**config.mk**
```make
export PLATFORM = sky130hd
export DESIGN_NAME = video_line_scheduler_flat
export DESIGN_NICKNAME = d
export VERILOG_FILES = /design/src/rtl/video_line_scheduler_pkg.sv /design/src/rtl/video_line_scheduler_if.sv /design/src/rtl/video_line_scheduler_sync_counter.sv /design/src/rtl/video_line_scheduler.sv /design/src/flat_wrapper.sv
export SDC_FILE = /design/constraint.sdc
export NUM_CORES = 1
export LEC_CHECK = 0
export CELL_PAD_IN_SITES_DETAIL_PLACEMENT = 2
export CELL_PAD_IN_SITES_GLOBAL_PLACEMENT = 2
export CORE_MARGIN = 2
export CORE_UTILIZATION = 34
export CTS_BUF_LIST = sky130_fd_sc_hd__clkbuf_16
export DETAILED_ROUTE_END_ITERATION = 12
export PLACE_DENSITY_LB_ADDON = 0.1
export SLEW_MARGIN = 20
export SYNTH_ARGS = -nofsm -noshare
export SYNTH_HDL_FRONTEND = slang
export SYNTH_SLANG_ARGS = --single-unit
```
**constraint.sdc**
```tcl
create_clock -name clk -period 3.2 [get_ports clk]
set_clock_uncertainty 0.1 [all_clocks]
set_input_delay 0.64 -clock clk [delete_from_list [all_inputs] [get_ports clk]]
set_output_delay 0.64 -clock clk [all_outputs]
set_load 0.01 [all_outputs]
```
**src/rtl/video_line_scheduler_pkg.sv**
```systemverilog
// Shared types and timing helpers for the video line scheduler.
package video_pkg;

  typedef enum logic {
    IDLE = 1'b0,
    REQ  = 1'b1
  } fetch_state_e;

  // Full period of a blank-first timing counter, in counts.
  function automatic int calc_total(int res, int fp, int sync, int bp);
    return res + fp + sync + bp;
  endfunction

  // First (most negative) value of a blank-first timing counter.
  function automatic int calc_min(int fp, int sync, int bp);
    return -(fp + sync + bp);
  endfunction

endpackage

```
**src/rtl/video_line_scheduler_if.sv**
```systemverilog
// Line-buffer fill request bus towards the shared pixel memory.
interface video_line_scheduler_if #(
  parameter int ADDR_W = 16
);
  logic              fetch_req;
  logic [ADDR_W-1:0] fetch_addr;
  logic              fetch_ack;
  logic              fetch_done;

  modport master (output fetch_req, output fetch_addr, output fetch_done, input fetch_ack);
  modport slave  (input fetch_req, input fetch_addr, input fetch_done, output fetch_ack);
endinterface

```
**src/rtl/video_line_scheduler_sync_counter.sv**
```systemverilog
// Blank-first signed timing counter (MIN..RES-1) with a registered sync output.
module sync_counter
  import video_pkg::*;
#(
  parameter int RES   = 640,
  parameter int FP    = 16,
  parameter int SYNC  = 96,
  parameter int BP    = 48,
  parameter bit POL   = 1'b0,
  localparam int TOTAL = calc_total(RES, FP, SYNC, BP),
  localparam int W     = $clog2(TOTAL) + 1
) (
  input  logic                clk,
  input  logic                rst,
  input  logic                en,
  output logic signed [W-1:0] cnt,
  output logic                sync,
  output logic                wrap,
  output logic                at_min
);

  localparam logic signed [W-1:0] CNT_MIN = W'(calc_min(FP, SYNC, BP));
  localparam logic signed [W-1:0] CNT_MAX = W'(RES - 1);
  localparam logic signed [W-1:0] SYNC_LO = W'(-(SYNC + BP));
  localparam logic signed [W-1:0] SYNC_HI = W'(-BP);
  localparam logic signed [W-1:0] ONE     = W'(1);

  logic signed [W-1:0] cnt_q, cnt_d;
  logic                sync_q, sync_d;

  // Next count and next sync level from the current count.
  always_comb begin
    cnt_d = cnt_q;
    if (en) begin
      cnt_d = (cnt_q == CNT_MAX) ? CNT_MIN : cnt_q + ONE;
    end
    sync_d = ((cnt_q >= SYNC_LO) && (cnt_q < SYNC_HI)) ? POL : ~POL;
  end

  // Counter and sync registers; sync therefore lags the count by one clk.
  always_ff @(posedge clk or posedge rst) begin
    if (rst) begin
      cnt_q  <= CNT_MIN;
      sync_q <= ~POL;
    end else begin
      cnt_q  <= cnt_d;
      sync_q <= sync_d;
    end
  end

  assign cnt    = cnt_q;
  assign sync   = sync_q;
  assign wrap   = en && (cnt_q == CNT_MAX);
  assign at_min = (cnt_q == CNT_MIN);

endmodule

```
**src/rtl/video_line_scheduler.sv**
```systemverilog
// VGA timing generator plus per-line line-buffer fetch scheduler.
module video_line_scheduler
  import video_pkg::*;
#(
  parameter int H_RES          = 640,
  parameter int H_FP           = 16,
  parameter int H_SYNC         = 96,
  parameter int H_BP           = 48,
  parameter int V_RES          = 480,
  parameter int V_FP           = 10,
  parameter int V_SYNC         = 2,
  parameter int V_BP           = 33,
  parameter bit H_POL          = 1'b0,
  parameter bit V_POL          = 1'b0,
  parameter int WORDS_PER_LINE = 20,
  parameter int ADDR_W         = 16,
  localparam int H_TOTAL       = calc_total(H_RES, H_FP, H_SYNC, H_BP),
  localparam int V_TOTAL       = calc_total(V_RES, V_FP, V_SYNC, V_BP),
  localparam int XW            = $clog2(H_TOTAL) + 1,
  localparam int YW            = $clog2(V_TOTAL) + 1
) (
  input  logic                 clk,
  input  logic                 reset,
  input  logic                 enable,
  output logic                 hsync,
  output logic                 vsync,
  output logic                 blank,
  output logic signed [XW-1:0] x,
  output logic signed [YW-1:0] y,
  output logic                 frame_start,
  video_line_scheduler_if.master fetch,
  output logic                 line_buf_sel,
  output logic                 underrun
);

  localparam int CW = $clog2(WORDS_PER_LINE + 1);
  localparam logic signed [XW-1:0] X_LAST_BLANK = '1;
  localparam logic signed [YW-1:0] Y_LAST       = YW'(V_RES - 1);
  localparam logic [CW-1:0]        LAST_WORD    = CW'(WORDS_PER_LINE - 1);
  localparam logic [ADDR_W-1:0]    LINE_STEP    = ADDR_W'(WORDS_PER_LINE);
  localparam logic [ADDR_W-1:0]    ADDR_ONE     = ADDR_W'(1);
  localparam logic [CW-1:0]        CNT_ONE      = CW'(1);

  logic h_wrap, h_at_min, v_at_min, v_wrap_unused;

  sync_counter #(.RES(H_RES), .FP(H_FP), .SYNC(H_SYNC), .BP(H_BP), .POL(H_POL)) u_hcnt (
    .clk(clk), .rst(reset), .en(enable),
    .cnt(x), .sync(hsync), .wrap(h_wrap), .at_min(h_at_min)
  );

  sync_counter #(.RES(V_RES), .FP(V_FP), .SYNC(V_SYNC), .BP(V_BP), .POL(V_POL)) u_vcnt (
    .clk(clk), .rst(reset), .en(h_wrap),
    .cnt(y), .sync(vsync), .wrap(v_wrap_unused), .at_min(v_at_min)
  );

  logic line_active, fetch_start, deadline;
  assign line_active = !y[YW-1] && (y <= Y_LAST);
  assign fetch_start = enable && h_at_min && line_active;
  assign deadline    = enable && (x == X_LAST_BLANK);
  assign frame_start = enable && h_at_min && v_at_min;
  assign blank       = x[XW-1] | y[YW-1];

  fetch_state_e      state_q, state_d;
  logic [ADDR_W-1:0] addr_q, addr_d;
  logic [ADDR_W-1:0] line_base_q, line_base_d;
  logic [CW-1:0]     cnt_q, cnt_d;
  logic              done_q, done_d;
  logic              underrun_q, underrun_d;
  logic              line_buf_sel_q, line_buf_sel_d;

  // Fetch burst sequencing, line base bookkeeping and buffer swap.
  always_comb begin
    state_d        = state_q;
    addr_d         = addr_q;
    cnt_d          = cnt_q;
    done_d         = 1'b0;
    underrun_d     = 1'b0;
    line_base_d    = line_base_q;
    line_buf_sel_d = line_buf_sel_q ^ (deadline && line_active);

    if (frame_start) begin
      line_base_d = '0;
    end else if ((state_q == IDLE) && fetch_start) begin
      line_base_d = line_base_q + LINE_STEP;
    end

    case (state_q)
      IDLE: begin
        if (fetch_start) begin
          state_d = REQ;
          addr_d  = line_base_q;
          cnt_d   = '0;
        end
      end
      REQ: begin
        if (fetch.fetch_ack) begin
          addr_d = addr_q + ADDR_ONE;
          cnt_d  = cnt_q + CNT_ONE;
        end
        // A final word landing on the deadline cycle completes the line.
        if (fetch.fetch_ack && (cnt_q == LAST_WORD)) begin
          done_d  = 1'b1;
          state_d = IDLE;
        end else if (deadline) begin
          underrun_d = 1'b1;
          state_d    = IDLE;
        end
      end
    endcase
  end

  // Fetch state registers.
  always_ff @(posedge clk or posedge reset) begin
    if (reset) begin
      state_q        <= IDLE;
      addr_q         <= '0;
      cnt_q          <= '0;
      done_q         <= 1'b0;
      underrun_q     <= 1'b0;
      line_base_q    <= '0;
      line_buf_sel_q <= 1'b0;
    end else begin
      state_q        <= state_d;
      addr_q         <= addr_d;
      cnt_q          <= cnt_d;
      done_q         <= done_d;
      underrun_q     <= underrun_d;
      line_base_q    <= line_base_d;
      line_buf_sel_q <= line_buf_sel_d;
    end
  end

  assign fetch.fetch_req  = (state_q == REQ);
  assign fetch.fetch_addr = addr_q;
  assign fetch.fetch_done = done_q;
  assign underrun         = underrun_q;
  assign line_buf_sel     = line_buf_sel_q;

endmodule

```
**src/flat_wrapper.sv**
```systemverilog
// flat-port wrapper written by rule: the top's interface ports become plain ports
module video_line_scheduler_flat import video_pkg::*;
#(
  parameter int H_RES          = 640,
  parameter int H_FP           = 16,
  parameter int H_SYNC         = 96,
  parameter int H_BP           = 48,
  parameter int V_RES          = 480,
  parameter int V_FP           = 10,
  parameter int V_SYNC         = 2,
  parameter int V_BP           = 33,
  parameter bit H_POL          = 1'b0,
  parameter bit V_POL          = 1'b0,
  parameter int WORDS_PER_LINE = 20,
  parameter int ADDR_W         = 16,
  localparam int H_TOTAL       = calc_total(H_RES, H_FP, H_SYNC, H_BP),
  localparam int V_TOTAL       = calc_total(V_RES, V_FP, V_SYNC, V_BP),
  localparam int XW            = $clog2(H_TOTAL) + 1,
  localparam int YW            = $clog2(V_TOTAL) + 1
)
  (clk, reset, enable, hsync, vsync, blank, x, y, frame_start, line_buf_sel, underrun, fetch_fetch_req, fetch_fetch_addr, fetch_fetch_done, fetch_fetch_ack);
  video_line_scheduler_if #(.ADDR_W(ADDR_W)) fetch_i ();
  input  logic clk;
  input  logic reset;
  input  logic enable;
  output logic hsync;
  output logic vsync;
  output logic blank;
  output logic signed [XW-1:0] x;
  output logic signed [YW-1:0] y;
  output logic frame_start;
  output logic line_buf_sel;
  output logic underrun;
  output wire logic [$bits(fetch_i.fetch_req)-1:0] fetch_fetch_req;
  output wire logic [$bits(fetch_i.fetch_addr)-1:0] fetch_fetch_addr;
  output wire logic [$bits(fetch_i.fetch_done)-1:0] fetch_fetch_done;
  input wire logic [$bits(fetch_i.fetch_ack)-1:0] fetch_fetch_ack;
  assign fetch_fetch_req = fetch_i.fetch_req;
  assign fetch_fetch_addr = fetch_i.fetch_addr;
  assign fetch_fetch_done = fetch_i.fetch_done;
  assign fetch_i.fetch_ack = fetch_fetch_ack;
  video_line_scheduler #(.H_RES(H_RES), .H_FP(H_FP), .H_SYNC(H_SYNC), .H_BP(H_BP), .V_RES(V_RES), .V_FP(V_FP), .V_SYNC(V_SYNC), .V_BP(V_BP), .H_POL(H_POL), .V_POL(V_POL), .WORDS_PER_LINE(WORDS_PER_LINE), .ADDR_W(ADDR_W)) u_core (.clk(clk), .reset(reset), .enable(enable), .hsync(hsync), .vsync(vsync), .blank(blank), .x(x), .y(y), .frame_start(frame_start), .fetch(fetch_i), .line_buf_sel(line_buf_sel), .underrun(underrun));
endmodule
```
# [Yosys cells after proc, flatten, opt, wreduce, memory -nomap -nowiden]
# Index checks and enable logic that the tools add are counted.
[word_totals] register_bits=65 in_bits=4 output_inout_bits=46 word_cells=67
[classes] addsub=5 order_cmp=5 n_eq_ne=8 muxes=21 bitwise_logic=3 reduce_logical=14
[ops] operator="two-way mux 16 bit" count=4
[ops] operator="one-hot mux 16 bit (2 select lines)" count=1
[ops] operator="adder 11 x 2 -> 11 bit, second input constant" count=2
[ops] operator="< comparator 11 x 7 -> 1 bit, second input constant" count=2
[ops] operator="two-way mux 11 bit" count=2
[ops] operator="adder 16 x 1 -> 16 bit, second input constant" count=1
[ops] operator="adder 16 x 5 -> 16 bit, second input constant" count=1
[ops] operator="== test 11 x 1 -> 1 bit, second input constant" count=1
[ops] operator="== test 11 x 10 -> 1 bit, second input constant" count=1
[ops] operator="== test 11 bit, second input constant" count=1
[ops] operator="== test 11 x 7 -> 1 bit, second input constant" count=1
[ops] operator="== test 11 x 9 -> 1 bit, second input constant" count=1
[ops] operator="greater-or-equal comparator 11 x 7 -> 1 bit, second input constant" count=1
[ops] operator="greater-or-equal comparator 11 x 9 -> 1 bit, second input constant" count=1
[ops] operator="less-or-equal comparator 11 x 10 -> 1 bit, second input constant" count=1
[ops] operator="logical AND 1 bit" count=11
[ops] operator="two-way mux 1 bit" count=10
[ops] operator="two-way mux 5 bit" count=2
[ops] operator="one-hot mux 5 bit (2 select lines)" count=1
[ops] operator="adder 5 x 1 -> 5 bit, second input constant" count=1
[ops] operator="== test 5 bit, second input constant" count=1
[ops] operator="!= test 2 x 1 -> 1 bit, second input constant" count=1
[ops] operator="!= test 2 bit, second input constant" count=1
[ops] operator="one-hot mux 1 bit (2 select lines)" count=1
[ops] operator="6 further kinds" count=6

# [Depth between registers and ports, before layout]
[logic_depth] word_depth=6 ltp_mapped=9

# [By module]
# A second synthesis with hierarchy kept.
[unflattened] hier_cells=376 area_unflattened_um2=3532.1
[by_module_without_submodules] mod="video_line_scheduler" n_inst=1 cells_each=243 area_each_um2=2190.9
[by_module_without_submodules] mod="sync_counter (u_core.u_hcnt)" n_inst=1 cells_each=70 area_each_um2=691.9
[by_module_without_submodules] mod="sync_counter (u_core.u_vcnt)" n_inst=1 cells_each=63 area_each_um2=649.4

# [Worst setup path after synthesis]
# Ideal clock, no wire load.
[synth_path] kind="reg-to-output" from="register u_core.u_vcnt.cnt_q[0] (netlist: u_core.u_vcnt.cnt[0])" to="output frame_start" t_arrival_ps=1831 t_required_ps=2460 slack_ps=629 path_stages_with_launch=5 n_path_buf=1 path_cell_list="dfstp_2 ha_1 or3b_2 nor2_1 clkbuf_1"
[synth_between] elab_chain_cells=2
[synth_lines] element="from (decl)" line="video_line_scheduler_sync_counter.sv:28" text="logic signed [W-1:0] cnt_q, cnt_d;"
[synth_lines] element="from (signal assigned)" line="video_line_scheduler_sync_counter.sv:46" text="cnt_q <= cnt_d;"
[synth_lines] element="== test 11 x 7 -> 1 bit" line="video_line_scheduler_sync_counter.sv:54" text="assign at_min = (cnt_q == CNT_MIN);"
[synth_lines] element="logical AND 1 bit" line="video_line_scheduler.sv:60" text="assign frame_start = enable && h_at_min && v_at_min;"
[synth_lines] element="to (decl)" line="flat_wrapper.sv:31" text="output logic frame_start;"
# Every way passes these cells.

# [Worst setup path after layout]
[layout_path] from="register u_core.u_vcnt.cnt_q[1] (netlist: u_core.u_vcnt.cnt[1])" to="output frame_start"
# Same word-level chain as after synthesis.

==> impl_metrics.csv <==
group,metric,value,unit
critical_path,rrSetupSlack,720,ps
placement,portBuffers,49,
routing,wire_per_inst,18.56,um
routing,drtIter0Drc,83,
synth,synth-main-ff-cell,"dfrtp_1",
routing,drcViolationCount,0,
routing,ant_nets,0,
worst_hold_path,hold_path.class,"flip-flop to flip-flop",
global_route,grt_use_total,20.87,%
critical_path,crit_required,2460,ps
status,status,"finished clean",
routing,num_vias,3179,
clocking,cts_inserted_buffers,9,
synth,synth.distinct_cells,54,
floorplan,dieArea,11270,sq um
synth,synth_top_area_share,33.84,%
synth,synthAdderAreaFrac,2.467,%
timing,post-route-period-util,96.34,%
synth,synth_edf_count,0,
layout,drive_gt1_share,14.67,%
timing,worst_pin_slew,703.0,ps
layout,multi_input_area,1848,sq um
synth,yosys.area.top_type,"dfrtp_1",
clocking,cts_tree,"built",
timing,setup_ws,117.3,ps
synth,yosys.cell_count.top_type,"nand2_1",
synth,synthArstFlopShare,100.0,%
floorplan,fp-row-count,37,
layout,diodes,0,
placement,dp_hpwl,7.747,mm
clocking,clock-sinks,63,
worst_hold_path,holdPathStages,1,
floorplan,core,10230,sq um
routing,wl,10.75,mm
critical_path,cp_slowest_cell,"dfstp_2",
synth,synth.avg_cell_area,9.366,sq um
critical_path,worstSetupEndpoint,"frame_start",
pwr,power.leakage,1.903,nW
synth,synth_xor_area_share,6.662,%
critical_path,reg2reg_to,"u_core.fetch.fetch_addr[5]",
synth,yosys_warnings,0,
critical_path,path_cells,"ha_1 > or3b_2 > nor2_2 > clkdlybuf4s50_1",
global_route,grt_pass1_wl,18.54,mm
timing,tns,0,ps
critical_path,slowest_delay,600,ps
synth,synth_nets,390,
layout,regArea,1595,sq um
synth,netlist_top_cells_count,"51 x nand2_1, 48 x dfrtp_1, 38 x nor2_1",
synth,synthTopCellsByArea,"dfrtp_1 34%, dfstp_2 11%, nand2_1 5.4%",
synth,yosys.area_share.simple,27.78,%
floorplan,fp.dieW,106.2,um
worst_hold_path,hold_start,"u_core.line_buf_sel",
global_route,grt_max_degree,39,
critical_path,cp.depth,4,
timing,rsz0062_at_grt,"false",
pwr,power_density,474.1,nW/um^2
timing,slew_headroom,53.13,%
synth,ys_seq_area_share,44.94,%
critical_path,startpoint_type,"flip-flop",
synth,synth_compound_area_share,13.64,%
clocking,cts_hold_buf,0,
clocking,htreeDepth,3,
global_route,gr-total-overflow,0,
floorplan,ios,50,
layout,num-fill-cells,1146,
layout,area_growth,28.80,%
clocking,root_buffer,"clkbuf_16",
clocking,clockBufferDepth,2,
routing,viasPerCell,5.491,
critical_path,cp_top_family,"simple AND/OR/NAND/NOR gates",
placement,gp_congestion,0.7669,
synth,synth_top_family_by_area,"simple AND/OR/NAND/NOR gates",
critical_path,critPathKind,"flip-flop to primary output",
timing,slew_viol_final,0,
synth,synth_area,3550,sq um
critical_path,crit_arrival,2340,ps
critical_path,r2r_cells,9,
global_route,grt_antenna_before_repair,0,
timing,setup_viol,0,
floorplan,die_y,106.2,um
critical_path,path_max_fanout,8,
critical_path,cp-startpoint,"u_core.u_vcnt.cnt[1]",
routing,drt-pass1-iter-count,4,
synth,synth_cells,379,
clocking,clock_latency,330,ps
synth,synthMuxAreaShare,1.445,%
layout,layout.nets,449,
critical_path,cp-end-kind,"primary output",
critical_path,worst-path-buf-inv,1,
floorplan,initial_core_util,34.69,%
timing,finalHoldViolations,0,
pwr,ir_worst_vdd,0.2400,mV
clocking,path_clk_slew,50,ps
critical_path,timing.rr.start,"u_core.u_hcnt.cnt[0]",
placement,post-place-ws,136.0,ps
global_route,grt_pass1_vias,3470,
timing,clock.fmax,324.4,MHz
synth,ys_seq_elements,63,
layout,final_util,44.69,%
job,drv_cap,0,
timing,min_period,3083,ps
cell type report:
cell class                      count  share of cell area, %
Tap cell                          136                  3.722
Clock buffer                        9                  4.926
Timing Repair Buffer               68                  14.12
Sequential cell                    63                  34.89
Clock inverter                      7                  1.423
Multi-Input combinational cell    290                  40.42
Inverter                            6                 0.4926
metrics by stage:
step	total power (W)	std cells	hold slack (ps)	cell area [sq um]
final	0.002168	579	398.3	4572
after global routing	0.002274	579	423.7	4572
after CTS	0.002205	578	398.1	4564
after detailed placement	0.001226	562	381.1	4272
after global placement	0.001214	562	393.2	4272
after floorplan	0.001076	379	370.9	3550
state kept, by name (all words and copies together), names as in the netlist:
name,flops
u_core.cnt_q,5
u_core.u_hcnt.cnt,11
u_core.u_vcnt.sync,1
u_core.fetch.fetch_req,1
u_core.underrun,1
u_core.fetch.fetch_addr,16
u_core.line_buf_sel,1
u_core.fetch.fetch_done,1
u_core.line_base_q,14
u_core.u_vcnt.cnt,11
u_core.u_hcnt.sync,1
kinds of logic after synthesis:
group	Yosys count
buffers and inverters	26
adders and majority gates	7
and+or+nand+nor	183
xor gates and xnor gates	27
AOI/OAI and AO/OA	68
muxes	5
DFF	63
report_power, final:
part | switching (W) | internal, W | total (W)
Clock | 0.000367 | 0.000595 | 0.000962
Sequential | 0.0000873 | 0.000849 | 0.000936
Combinational | 0.000125 | 0.000144 | 0.000269
timing repair:
action	4_1_cts	5_1_grt
gates resized for setup	1	0
hold endpoints to repair	0	0
setup endpoints to repair	1	1
setup buffers	0	1
routing by layer:
metal / share of wire (%) / GRT usage [%] / vias up
met1: 44 / 27.09 / 1614
met3: 3.0 / 3.127 / 10
met5: 0 / 0 / -
met4: 1.2 / 6.109 / 0
li1: - / - / 1501
met2: 52 / 35.99 / 54
worst min-delay path by stage:
stage                                       endpoint  slack, ps
final                            u_core.line_buf_sel        400
after global routing             u_core.line_buf_sel        420
after CTS                        u_core.line_buf_sel        400
after detailed placement         u_core.line_buf_sel        380
after global placement    u_core.fetch.fetch_addr[6]        390
after floorplan               u_core.line_base_q[14]        370
cell usage in the layout (no fill, tap or decap), drive strengths merged, types with 6 or more instances in the layout:
cell / count
xor2: 12
dfrtp: 48
a2111oi: 6
ha: 7
xnor2: 15
a21oi: 19
inv: 7
nand3: 26
nor2: 38
and3: 7
nand2: 51
clkdlybuf4s50: 49
dfstp: 15
nand4: 19
and4: 9
clkbuf: 9
buf: 19
nor3: 7
o21ai: 15
Power figures use the tool's default switching activity.
==> edit: new RTL, same settings <==
Remove the register `underrun_q`: a continuous assignment takes its place, so the output `underrun` follows one clock earlier.
--- a/src/rtl/video_line_scheduler.sv
+++ b/src/rtl/video_line_scheduler.sv
@@ -117,5 +117,4 @@
       cnt_q          <= '0;
       done_q         <= 1'b0;
-      underrun_q     <= 1'b0;
       line_base_q    <= '0;
       line_buf_sel_q <= 1'b0;
@@ -125,9 +124,10 @@
       cnt_q          <= cnt_d;
       done_q         <= done_d;
-      underrun_q     <= underrun_d;
       line_base_q    <= line_base_d;
       line_buf_sel_q <= line_buf_sel_d;
     end
   end
+
+  assign underrun_q = underrun_d;
 
   assign fetch.fetch_req  = (state_q == REQ);
Formal check against the unedited RTL: no difference found for any inputs over 10 cycles, from zero or initial values and one cycle with reset high; that may be too few to reach the edited logic, so the function may still have changed.
==> edit against the unedited design <==
Total power grew 4.2%; count of clock-buffer cells in the layout is the same; combinational power grew 8.9%; design area shrank 0.30%; synthesized area shrank 0.70%; critical path depth is the same; largest power group unchanged; setup slack lost 0.026 ns; synthesized cell count shrank 0.26%; sequential cell count shrank 1; die area shrank 0.68%; hold slack lost 0.0071 ns; routed wire length grew 1.0%.
==> edit: results (changes against the unedited design) <==
Status: complete, no violations
Crit Path Max Fanout: 9 (+1)
Pin count of the biggest net entering global routing: 33 (-15%)
Synth Area in Compound Gates: 13.7% (+0.097 points)
Share of layout cells above drive strength 1: 14.5% (-0.13 points)
Clk_lat worst skew: 0.33 ns (about the same)
Tot GR Track Use: 20.9% (+0.022 points)
Routing usage on met1: 27.9% (+0.82 points)
CTS clk-pin slew, worst paths: 0.06 ns
Area contributors post-synth: dfrtp_1 33%, dfstp_2 11%, nand2_1 5.4%
Worst hold stages: 1 (unchanged)
Max Used Layer: met4
Layout Nets: 446 (-0.67%)
Worst hold path type: reg2reg
CP max stage delay: 0.62 ns (+0.02 ns)
Syn_area_per_cell: 9.32 sq um (-0.44%)
Synth Area in Adders: 2.48% (+0.018 points)
Sequential area share after synthesis: 44.6% (-0.39 points)
FFs w/ async S/R, synth: 100% (unchanged)
# setup viols final: 0 (unchanged)
Placer Congestion: 0.766 (-0.17%)
Dpl ws: 0.0129 ns (-0.123 ns)
Routed length on met3: 232 um (-29%)
Largest register FFs: 16 (unchanged)
Multiplexer share of the synthesized area: 1.46% (+0.010 points)
FILL cells: 1,129 (-1.5%)
H-Tree Level Count: 3 (unchanged)
Arrival time of the worst setup path: 2.37 ns (+0.03 ns)
Vias in the first global route: 3,424 (-1.3%)
R2R cell count: 8 (-1)
Netlist cell types: 54 (unchanged)
Max rail drop VDD: 287 uV (+20%)
Xor/xnor share of the synthesized area: 6.71% (+0.047 points)
Met3 Use GR: 2.91% (-0.22 points)
Antenna violations before repair: 0 (unchanged)
Detailed placer's ending HPWL: 7.70 mm (-0.59%)
Metal1 wirelength: 5.02 mm (+5.9%)
Num CTS Buffers: 9 (unchanged)
Area after DPL: 0.00424 sq mm (-0.76%)
Finished Layout Cells: 576 (-0.52%)
N_diodes: 0 (unchanged)
WL met2: 5.46 mm (-1.5%)
LEAKAGE: 1.89 nW (-0.94%)
Drt total wl: 10.9 mm (+1.0%)
Ys Warns: 0 (unchanged)
Port bufs: 49 (unchanged)
Worst-margin pin slew: 0.715 ns (+0.0117 ns)
Post-Place Cells: 560 (-0.36%)
Post-CTS Setup Repair Bufs: 0 (unchanged)
Initial DRC Count: 106 (+28%)
Met2 Use GR: 34.9% (-1.1 points)
First-pass GRT wire length: 18.5 mm (about the same)
Post-synth top cells: 51 x nand2_1, 47 x dfrtp_1, 38 x nor2_1
Via density: 5.49 (about the same)
Mapped Nets: 389 (-0.26%)
[edit: power breakdown]
group | leakage [nW] | switching (mW) | internal [mW] | total, mW
clock | 0.147 | 0.375 | 0.676 | 1.05
sequential | 0.781 | 0.0782 | 0.836 | 0.914
combinational | 0.958 | 0.143 | 0.149 | 0.293
total | 1.89 | 0.596 | 1.66 | 2.26
[edit: final cells by class]
type	instances	area, sq um	share of cell area [%]
timing repair buffer	66	631	13.8
multi-input combinational	290	1850	40.6
clock inverter	7	90.1	1.98
inverter	6	22.5	0.494
sequential	62	1570	34.4
tap	136	170	3.73
clock buffer	9	225	4.94
[edit: final timing paths]
kind / slack [ns] / endpoint / from
hold / removal: 0.39 / u_core.line_buf_sel / u_core.line_buf_sel
min in group asynchronous: 0.65 / u_core.u_hcnt.cnt[0] / reset
setup / recovery: 0.09 / frame_start / u_core.u_vcnt.cnt[0]
setup reg to reg: 0.77 / u_core.fetch.fetch_addr[6] / u_core.u_hcnt.cnt[0]
hold reg to reg: 0.39 / u_core.line_buf_sel / u_core.line_buf_sel
max in group asynchronous: 1.72 / u_core.fetch.fetch_addr[6] / reset
[edit: logic make-up (layout without fill, tap and decap cells)]
family	after synthesis	after routing
adders and majority gates	7	7
and+or+nand+nor	183	183
buffers and inverters	26	88
DFF	62	62
AOI/OAI and AO/OA	68	68
muxes	5	5
xor gates and xnor gates	27	27
[edit: timing repair]
item,in CTS,in global routing
resized for setup,1,1
pin swaps,0,1
endpoints found under the setup margin,1,2
gates cloned,0,0
hold buffers,0,0
[edit: worst max-delay path, delay by kind of cell (launching register included)]
family / cells / cell delay (ns)
fa+ha+maj: 1 / 0.19
buf+inv: 1 / 0.57
flops: 1 / 0.62
simple gates: 2 / 0.67
